<file path="config.mk">
export PLATFORM = sky130hd
export DESIGN_NAME = coin_payout_ctrl
export DESIGN_NICKNAME = d
export VERILOG_FILES = /design/src/rtl/payout_pkg.sv /design/src/rtl/payout_timer.sv /design/src/rtl/coin_payout_ctrl.sv
export SDC_FILE = /design/constraint.sdc
export NUM_CORES = 1
export LEC_CHECK = 0
export BUFFER_PORTS_ARGS = -buffer_cell sky130_fd_sc_hd__buf_2
export CORE_UTILIZATION = 57
export CTS_CLUSTER_SIZE = 8
export DETAILED_ROUTE_END_ITERATION = 8
export GPL_ROUTABILITY_DRIVEN = 0
export PLACE_DENSITY = 0.79
export SLEW_MARGIN = 20
export SYNTH_ARGS = -nofsm -noshare
export SYNTH_HDL_FRONTEND = slang
export SYNTH_HIERARCHICAL = 1
export SYNTH_SLANG_ARGS = --single-unit
</file>
<file path="constraint.sdc">
create_clock -name clock -period 3.72 [get_ports clock]
set_input_delay 0.186 -clock clock [delete_from_list [all_inputs] [get_ports clock]]
set_output_delay 0.186 -clock clock [all_outputs]
set_load 0.02 [all_outputs]
</file>
<file path="src/rtl/payout_pkg.sv">
// Payout package: FSM state encoding, fault code constants and a sizing helper
// shared by the coin payout controller and its timer.
package payout_pkg;

    localparam logic [2:0] ST_IDLE_ENC  = 3'd0;
    localparam logic [2:0] ST_ITEM_ENC  = 3'd1;
    localparam logic [2:0] ST_COIN_ENC  = 3'd2;
    localparam logic [2:0] ST_GAP_ENC   = 3'd3;
    localparam logic [2:0] ST_DONE_ENC  = 3'd4;
    localparam logic [2:0] ST_FAULT_ENC = 3'd5;

    typedef enum logic [2:0] {
        ST_IDLE  = ST_IDLE_ENC,
        ST_ITEM  = ST_ITEM_ENC,
        ST_COIN  = ST_COIN_ENC,
        ST_GAP   = ST_GAP_ENC,
        ST_DONE  = ST_DONE_ENC,
        ST_FAULT = ST_FAULT_ENC
    } payout_state_e;

    localparam logic [1:0] FLT_NONE    = 2'b00;
    localparam logic [1:0] FLT_ITEM_TO = 2'b01;
    localparam logic [1:0] FLT_COIN_TO = 2'b10;
    localparam logic [1:0] FLT_SPUR    = 2'b11;

    // Larger of two integers, used to size the shared timer.
    function automatic int max_int(input int a, input int b);
        if (a > b) begin
            return a;
        end else begin
            return b;
        end
    endfunction

endpackage

</file>
<file path="src/rtl/payout_timer.sv">
// Loadable down-counter shared by the motor-on timeout and the inter-nickel gap.
// Counts down while enabled and parks at zero; expired is high at zero.
module payout_timer #(
    parameter int WIDTH = 10
) (
    input  logic             clock,
    input  logic             reset_n,
    input  logic             load,
    input  logic [WIDTH-1:0] load_val,
    input  logic             enable,
    output logic             expired
);

    logic [WIDTH-1:0] count_r;

    // Counter: a load wins, otherwise count down to zero and hold there
    always_ff @(posedge clock or negedge reset_n) begin
        if (!reset_n) begin
            count_r <= {WIDTH{1'b0}};
        end else if (load) begin
            count_r <= load_val;
        end else if (enable && (count_r != {WIDTH{1'b0}})) begin
            count_r <= count_r - WIDTH'(1);
        end else begin
            count_r <= count_r;
        end
    end

    assign expired = (count_r == {WIDTH{1'b0}});

endmodule

</file>
<file path="src/rtl/coin_payout_ctrl.sv">
// Coin payout controller: takes one payout request per sale (optional item plus
// change in nickels) and runs the item-release and nickel-hopper motors one unit
// at a time, each unit confirmed by its drop sensor, with timeout and sticky fault.
// Optional build macro PAYOUT_RETRY_EN: a unit's first timeout pauses for the gap
// time and restarts that unit; only a second timeout faults.
module coin_payout_ctrl
    import payout_pkg::*;
#(
    parameter int CHG_W       = 4,
    parameter int TIMEOUT_CYC = 1000,
    parameter int GAP_CYC     = 16
) (
    input  logic             clock,
    input  logic             reset_n,
    input  logic             req_valid,
    output logic             req_ready,
    input  logic             req_item,
    input  logic [CHG_W-1:0] req_nickels,
    output logic             item_motor,
    input  logic             item_sense,
    output logic             coin_motor,
    input  logic             coin_sense,
    output logic             busy,
    output logic             done,
    output logic [CHG_W-1:0] remaining,
    output logic             fault,
    output logic [1:0]       fault_code,
    input  logic             clear_fault
);

    localparam int               TMR_W    = $clog2(max_int(TIMEOUT_CYC, GAP_CYC) + 1);
    localparam logic [TMR_W-1:0] TO_LOAD  = TMR_W'(TIMEOUT_CYC - 1);
    localparam logic [TMR_W-1:0] GAP_LOAD = TMR_W'(GAP_CYC - 1);
    localparam logic [CHG_W-1:0] ZERO_CHG = {CHG_W{1'b0}};

    payout_state_e    state_r, next_state_s;
    logic             item_q_r, coin_q_r;
    logic             item_edge_s, coin_edge_s;
    logic             accept_s;
    logic             item_pend_r;
    logic             retry_ok_s;
    logic             tmr_load_s, tmr_en_s, tmr_expired_s;
    logic [TMR_W-1:0] tmr_load_val_s;
    logic [CHG_W-1:0] remaining_r;
    logic [1:0]       next_code_s;
    logic             req_ready_r, item_motor_r, coin_motor_r, busy_r, done_r, fault_r;
    logic [1:0]       fault_code_r;

    assign item_edge_s = item_sense & ~item_q_r;
    assign coin_edge_s = coin_sense & ~coin_q_r;

    // Sense history: one register stage per sensor for rising-edge detection
    always_ff @(posedge clock or negedge reset_n) begin
        if (!reset_n) begin
            item_q_r <= 1'b0;
            coin_q_r <= 1'b0;
        end else begin
            item_q_r <= item_sense;
            coin_q_r <= coin_sense;
        end
    end

    // State register
    always_ff @(posedge clock or negedge reset_n) begin
        if (!reset_n) begin
            state_r <= ST_IDLE;
        end else begin
            state_r <= next_state_s;
        end
    end

    // Next-state and fault-code decode; a stray coin edge outranks everything,
    // and a sensor edge outranks a timeout in the same cycle
    always_comb begin
        next_state_s = state_r;
        next_code_s  = fault_code_r;
        accept_s     = 1'b0;
        case (state_r)
            ST_IDLE: begin
                if (coin_edge_s) begin
                    next_state_s = ST_FAULT;
                    next_code_s  = FLT_SPUR;
                end else if (req_valid && req_ready_r) begin
                    accept_s = 1'b1;
                    if (req_item) begin
                        next_state_s = ST_ITEM;
                    end else if (req_nickels != ZERO_CHG) begin
                        next_state_s = ST_COIN;
                    end else begin
                        next_state_s = ST_DONE;
                    end
                end else begin
                    next_state_s = ST_IDLE;
                end
            end
            ST_ITEM: begin
                if (coin_edge_s) begin
                    next_state_s = ST_FAULT;
                    next_code_s  = FLT_SPUR;
                end else if (item_edge_s) begin
                    if (remaining_r != ZERO_CHG) begin
                        next_state_s = ST_COIN;
                    end else begin
                        next_state_s = ST_DONE;
                    end
                end else if (tmr_expired_s) begin
                    if (retry_ok_s) begin
                        next_state_s = ST_GAP;
                    end else begin
                        next_state_s = ST_FAULT;
                        next_code_s  = FLT_ITEM_TO;
                    end
                end else begin
                    next_state_s = ST_ITEM;
                end
            end
            ST_COIN: begin
                if (coin_edge_s) begin
                    next_state_s = ST_GAP;
                end else if (tmr_expired_s) begin
                    if (retry_ok_s) begin
                        next_state_s = ST_GAP;
                    end else begin
                        next_state_s = ST_FAULT;
                        next_code_s  = FLT_COIN_TO;
                    end
                end else begin
                    next_state_s = ST_COIN;
                end
            end
            ST_GAP: begin
                if (coin_edge_s) begin
                    next_state_s = ST_FAULT;
                    next_code_s  = FLT_SPUR;
                end else if (tmr_expired_s) begin
                    if (item_pend_r) begin
                        next_state_s = ST_ITEM;
                    end else if (remaining_r != ZERO_CHG) begin
                        next_state_s = ST_COIN;
                    end else begin
                        next_state_s = ST_DONE;
                    end
                end else begin
                    next_state_s = ST_GAP;
                end
            end
            ST_DONE: begin
                if (coin_edge_s) begin
                    next_state_s = ST_FAULT;
                    next_code_s  = FLT_SPUR;
                end else begin
                    next_state_s = ST_IDLE;
                end
            end
            ST_FAULT: begin
                if (clear_fault) begin
                    next_state_s = ST_IDLE;
                    next_code_s  = FLT_NONE;
                end else begin
                    next_state_s = ST_FAULT;
                end
            end
            default: begin
                next_state_s = ST_IDLE;
                next_code_s  = FLT_NONE;
            end
        endcase
    end

    // Timer control: reload on every state change, run only in motor/gap states
    always_comb begin
        tmr_load_s = (next_state_s != state_r);
        tmr_en_s   = (state_r == ST_ITEM) || (state_r == ST_COIN) || (state_r == ST_GAP);
        if (next_state_s == ST_GAP) begin
            tmr_load_val_s = GAP_LOAD;
        end else begin
            tmr_load_val_s = TO_LOAD;
        end
    end

    payout_timer #(
        .WIDTH (TMR_W)
    ) u_timer (
        .clock    (clock),
        .reset_n  (reset_n),
        .load     (tmr_load_s),
        .load_val (tmr_load_val_s),
        .enable   (tmr_en_s),
        .expired  (tmr_expired_s)
    );

`ifdef PAYOUT_RETRY_EN
    logic retry_r;

    // Retry flag: armed by a unit's first timeout, cleared by a confirmed drop or a new request
    always_ff @(posedge clock or negedge reset_n) begin
        if (!reset_n) begin
            retry_r <= 1'b0;
        end else if (accept_s || (state_r == ST_FAULT)) begin
            retry_r <= 1'b0;
        end else if (((state_r == ST_ITEM) && item_edge_s) ||
                     ((state_r == ST_COIN) && coin_edge_s)) begin
            retry_r <= 1'b0;
        end else if (((state_r == ST_ITEM) || (state_r == ST_COIN)) &&
                     (next_state_s == ST_GAP)) begin
            retry_r <= 1'b1;
        end else begin
            retry_r <= retry_r;
        end
    end

    assign retry_ok_s = ~retry_r;
`else
    assign retry_ok_s = 1'b0;
`endif

    // Request bookkeeping: capture on accept, count nickels down, discard on fault clear
    always_ff @(posedge clock or negedge reset_n) begin
        if (!reset_n) begin
            remaining_r <= ZERO_CHG;
            item_pend_r <= 1'b0;
        end else if (accept_s) begin
            remaining_r <= req_nickels;
            item_pend_r <= req_item;
        end else if ((state_r == ST_FAULT) && clear_fault) begin
            remaining_r <= ZERO_CHG;
            item_pend_r <= 1'b0;
        end else begin
            if ((state_r == ST_COIN) && coin_edge_s) begin
                remaining_r <= remaining_r - CHG_W'(1);
            end else begin
                remaining_r <= remaining_r;
            end
            if ((state_r == ST_ITEM) && item_edge_s) begin
                item_pend_r <= 1'b0;
            end else begin
                item_pend_r <= item_pend_r;
            end
        end
    end

    // Output registers decoded from the next state so they track the state register;
    // done follows the single DONE cycle one clock later
    always_ff @(posedge clock or negedge reset_n) begin
        if (!reset_n) begin
            req_ready_r  <= 1'b1;
            item_motor_r <= 1'b0;
            coin_motor_r <= 1'b0;
            busy_r       <= 1'b0;
            done_r       <= 1'b0;
            fault_r      <= 1'b0;
            fault_code_r <= FLT_NONE;
        end else begin
            req_ready_r  <= (next_state_s == ST_IDLE);
            item_motor_r <= (next_state_s == ST_ITEM);
            coin_motor_r <= (next_state_s == ST_COIN);
            busy_r       <= (next_state_s != ST_IDLE) && (next_state_s != ST_FAULT);
            done_r       <= (state_r == ST_DONE) && (next_state_s == ST_IDLE);
            fault_r      <= (next_state_s == ST_FAULT);
            fault_code_r <= next_code_s;
        end
    end

    assign req_ready  = req_ready_r;
    assign item_motor = item_motor_r;
    assign coin_motor = coin_motor_r;
    assign busy       = busy_r;
    assign done       = done_r;
    assign remaining  = remaining_r;
    assign fault      = fault_r;
    assign fault_code = fault_code_r;

endmodule

</file>
==> impl_metrics.yaml <==
clock_tree:
  htreeDepth: 1
  numCtsBuffers: 3
  clock-sinks: 28
  root_buffer: "clkbuf_4"
  max-clock-path-buffers: 2
  insertion_delay_ns: 0.34
  clk_pin_slew_ns: 0.16
  cts_tree: "done"
synthesis:
  synth_area_leader_cell: "dfrtp_1"
  synth-async-reset-ratio: 1.00
  synth_seq_area_share: 0.388
  syn_area_sq_um: 1810
  synthTopCellsByArea: "dfrtp_1 (37%), nor2_1 (4.6%), nand2_1 (3.7%)"
  yosysMostFrequentCell: "dfrtp_1"
  synth_top_area_frac: 0.373
  synth-main-ff-cell: "dfrtp_1"
  syn-instance-count: 204
  synth-edff-count: 0
  synth.avg_cell_area_sq_um: 8.87
  yosysWarnings: 6
  ys_top_cells_by_count: "dfrtp_1 (27), nor2_1 (22), nand2_1 (18)"
  synth_cell_types: 61
  synth_seq_cells: 28
critical_path:
  crit_fanout: 12
  worstSetupStartpointType: "flop"
  crit_arrival_ns: 3.62
  crit_type: "reg -> reg"
  max_stage_delay_ns: 0.44
  rr_worst_depth: 12
  crit_top_cell: "inv_1"
  timing.rr.start: "u_timer/count_r[0]$_DFFE_PN0P_"
  reg2reg_to: "u_timer/count_r[4]$_DFFE_PN0P_"
  slowest_stage: "dfrtp_1"
  r2r_slack_ns: 0.35
  endpoint_kind: "flop"
  crit_required_ns: 3.97
  crit_chain: "inv_1 -> ha_1 -> nor2b_1 -> nand3_1 -> inv_1 -> nand2_1 -> o32a_1 -> and2_1 -> o2111ai_2 -> a221o_1 -> clkinv_1 -> mux2_2"
placed_design:
  hpwlAfterDp_um: 2880
  dpl_cell_area_sq_um: 1940
  dp_cells: 264
  io_buffers: 22
global_routing:
  grt.total_usage: 0.247
  antenna_found_initial: 0
  gr-total-overflow: 0
  grt_max_degree: 29
  grt_pass1_wl_um: 6360
  grt_pass1_vias: 1430
timing:
  rsz0062_at_grt: "no"
  post-route-min-period_ns: 3.37
  worstMarginPinSlew_ns: 0.624
  max_freq_mhz: 297
  fin_crit_sh: 0.906
  hold_viol_final: 0
  slew_viol_final: 0
  finalSetupTns_ns: 0
  finalSetupViolations: 0
  hold_ws_ns: 0.113
  fin_skew_ns: 0.00906
  slew_headroom: 0.584
pwr:
  leakagePower_nw: 0.898
  power_density_nw_per_um2: 846
  vdd_drop_max_mv: 0.560
cells_and_area:
  stdcell_count: 271
  multi_input_area_sq_um: 1030
  drive_above_1_share: 0.194
  diodes: 0
  fin_nets: 241
  fill_cells: 245
  finalInstanceArea_sq_um: 2020
  seq_area_sq_um: 702
  synthToLayoutAreaGrowth_pct: 11.8
worst_hold_path:
  hold_path_depth: 2
  hold_end: "item_pend_r$_DFFE_PN0P_"
  hp-start: "req_item"
  min_path_type: "in -> reg"
drt:
  route.detailed.drc: 0
  dr.pass1.iters: 4
  wl_per_cell_um: 14.1
  antenna_left: 0
  drt-total-wl_um: 3830
  via_per_inst: 5.88
  vias: 1594
  drt_iter0_drc: 57
floorplanning:
  die-area_sq_um: 3410
  core_area_sq_um: 3030
  start_util: 0.598
  die_h_um: 58.4
  num_io_pins: 23
  num_rows: 20
  die_x_um: 58.4
outcome:
  status: "finished, final reports clean"
flow_run:
  cap_violations: 0
logic make-up (layout without fill, tap and decap cells):
group                      Yosys count  count (layout)  synth area share
AOI/OAI and AO/OA                   53              53             0.214
xor gates and xnor gates             2               2           0.00968
adders and majority gates            2               2            0.0138
buffers and inverters               19              40            0.0456
DFF                                 28              28             0.388
muxes                                8               8            0.0470
other                                2               4           0.00415
and+or+nand+nor                     90              90             0.278
layout by cell type (no fill, tap or decap), types with 2 or more instances in the layout:
cell type      synthesis  layout
dfrtp_1               27      27
nor2_1                22      22
buf_2                  6      22
nand2_1               18      18
a21oi_1               11      11
inv_1                  9       9
nor2b_1                9       9
nand3_1                7       7
o21ai_1                6       6
o21ai_0                6       6
nand2b_1               5       5
a31oi_1                5       5
and2_1                 4       4
nand4_1                4       4
nor3_1                 4       4
mux2i_1                4       4
conb_1                 2       4
nor3b_1                3       3
clkbuf_4               0       3
dlygate4sd3_1          0       3
o21bai_1               2       2
or3b_1                 2       2
a31oi_2                2       2
o22ai_1                2       2
o2111ai_2              2       2
o31ai_1                2       2
mux2_1                 2       2
ha_1                   2       2
mux2_2                 2       2
per-layer routing:
| layer | GRT usage | part of all wire | vias up |
|---|---|---|---|
| li1 | - | - | 781 |
| met1 | 0.321 | 0.43 | 766 |
| met2 | 0.414 | 0.51 | 37 |
| met3 | 0.0308 | 0.030 | 10 |
| met4 | 0.116 | 0.024 | 0 |
| met5 | 0 | 0 | - |
where the power goes:
group	internal [W]	switching, W	leakage [nW]
Sequential	0.000438	0.000178	0.331
Combinational	0.000374	0.000520	0.539
Clock	0.000109	0.0000932	0.0279
repair_timing:
item                      CTS  global route
hold buffers                3             0
setup buffers               0             0
hold endpoints to repair   29             0
resized for setup           0             0
how the worst max path moves through the flow:
stage                              startpoint  slack [ns]                        endpoint  cells after the start
5_1_grt        u_timer/count_r[0]$_DFFE_PN0P_        0.01  u_timer/count_r[4]$_DFFE_PN0P_                     12
3_5_place_dp   u_timer/count_r[0]$_DFFE_PN0P_        0.40  u_timer/count_r[4]$_DFFE_PN0P_                     12
2_1_floorplan  u_timer/count_r[0]$_DFFE_PN0P_        1.03  u_timer/count_r[3]$_DFFE_PN0P_                     14
6_report       u_timer/count_r[0]$_DFFE_PN0P_        0.35  u_timer/count_r[4]$_DFFE_PN0P_                     12
4_1_cts        u_timer/count_r[0]$_DFFE_PN0P_        0.36  u_timer/count_r[4]$_DFFE_PN0P_                     12
3_3_place_gp   u_timer/count_r[0]$_DFFE_PN0P_        0.57  u_timer/count_r[4]$_DFFE_PN0P_                     12
area by class of cell:
class | instances | area share
clock inverters | 1 | 0.0148
flip-flops and latches | 28 | 0.347
repair buffers | 25 | 0.0692
well taps | 44 | 0.0272
clock buffers | 3 | 0.0111
multi-input cells | 159 | 0.511
inverters | 11 | 0.0204
critical path: cells and delay by family (launching register included):
kind	cells	cell delay, ns
mux	1	0.35
buf+inv	3	0.67
flops	1	0.44
compound gates	3	0.80
fa+ha+maj	1	0.18
simple gates	4	0.84
metrics by stage:
stage	setup WS, ns	power (W)	utilization
after floorplan	1.03	0.00131	-
after global placement	0.573	0.00147	0.641
after detailed placement	0.396	0.00151	0.641
after CTS	0.360	0.00172	0.669
after global routing	0.0142	0.00186	0.669
final	0.348	0.00171	0.669
state kept, by name, indices dropped and copies added (netlist names), 2 cells and up:
signal           flops
u_timer/count_r     10
remaining            4
fault_code           2
state_r              3
Power figures use the tool's default switching activity.
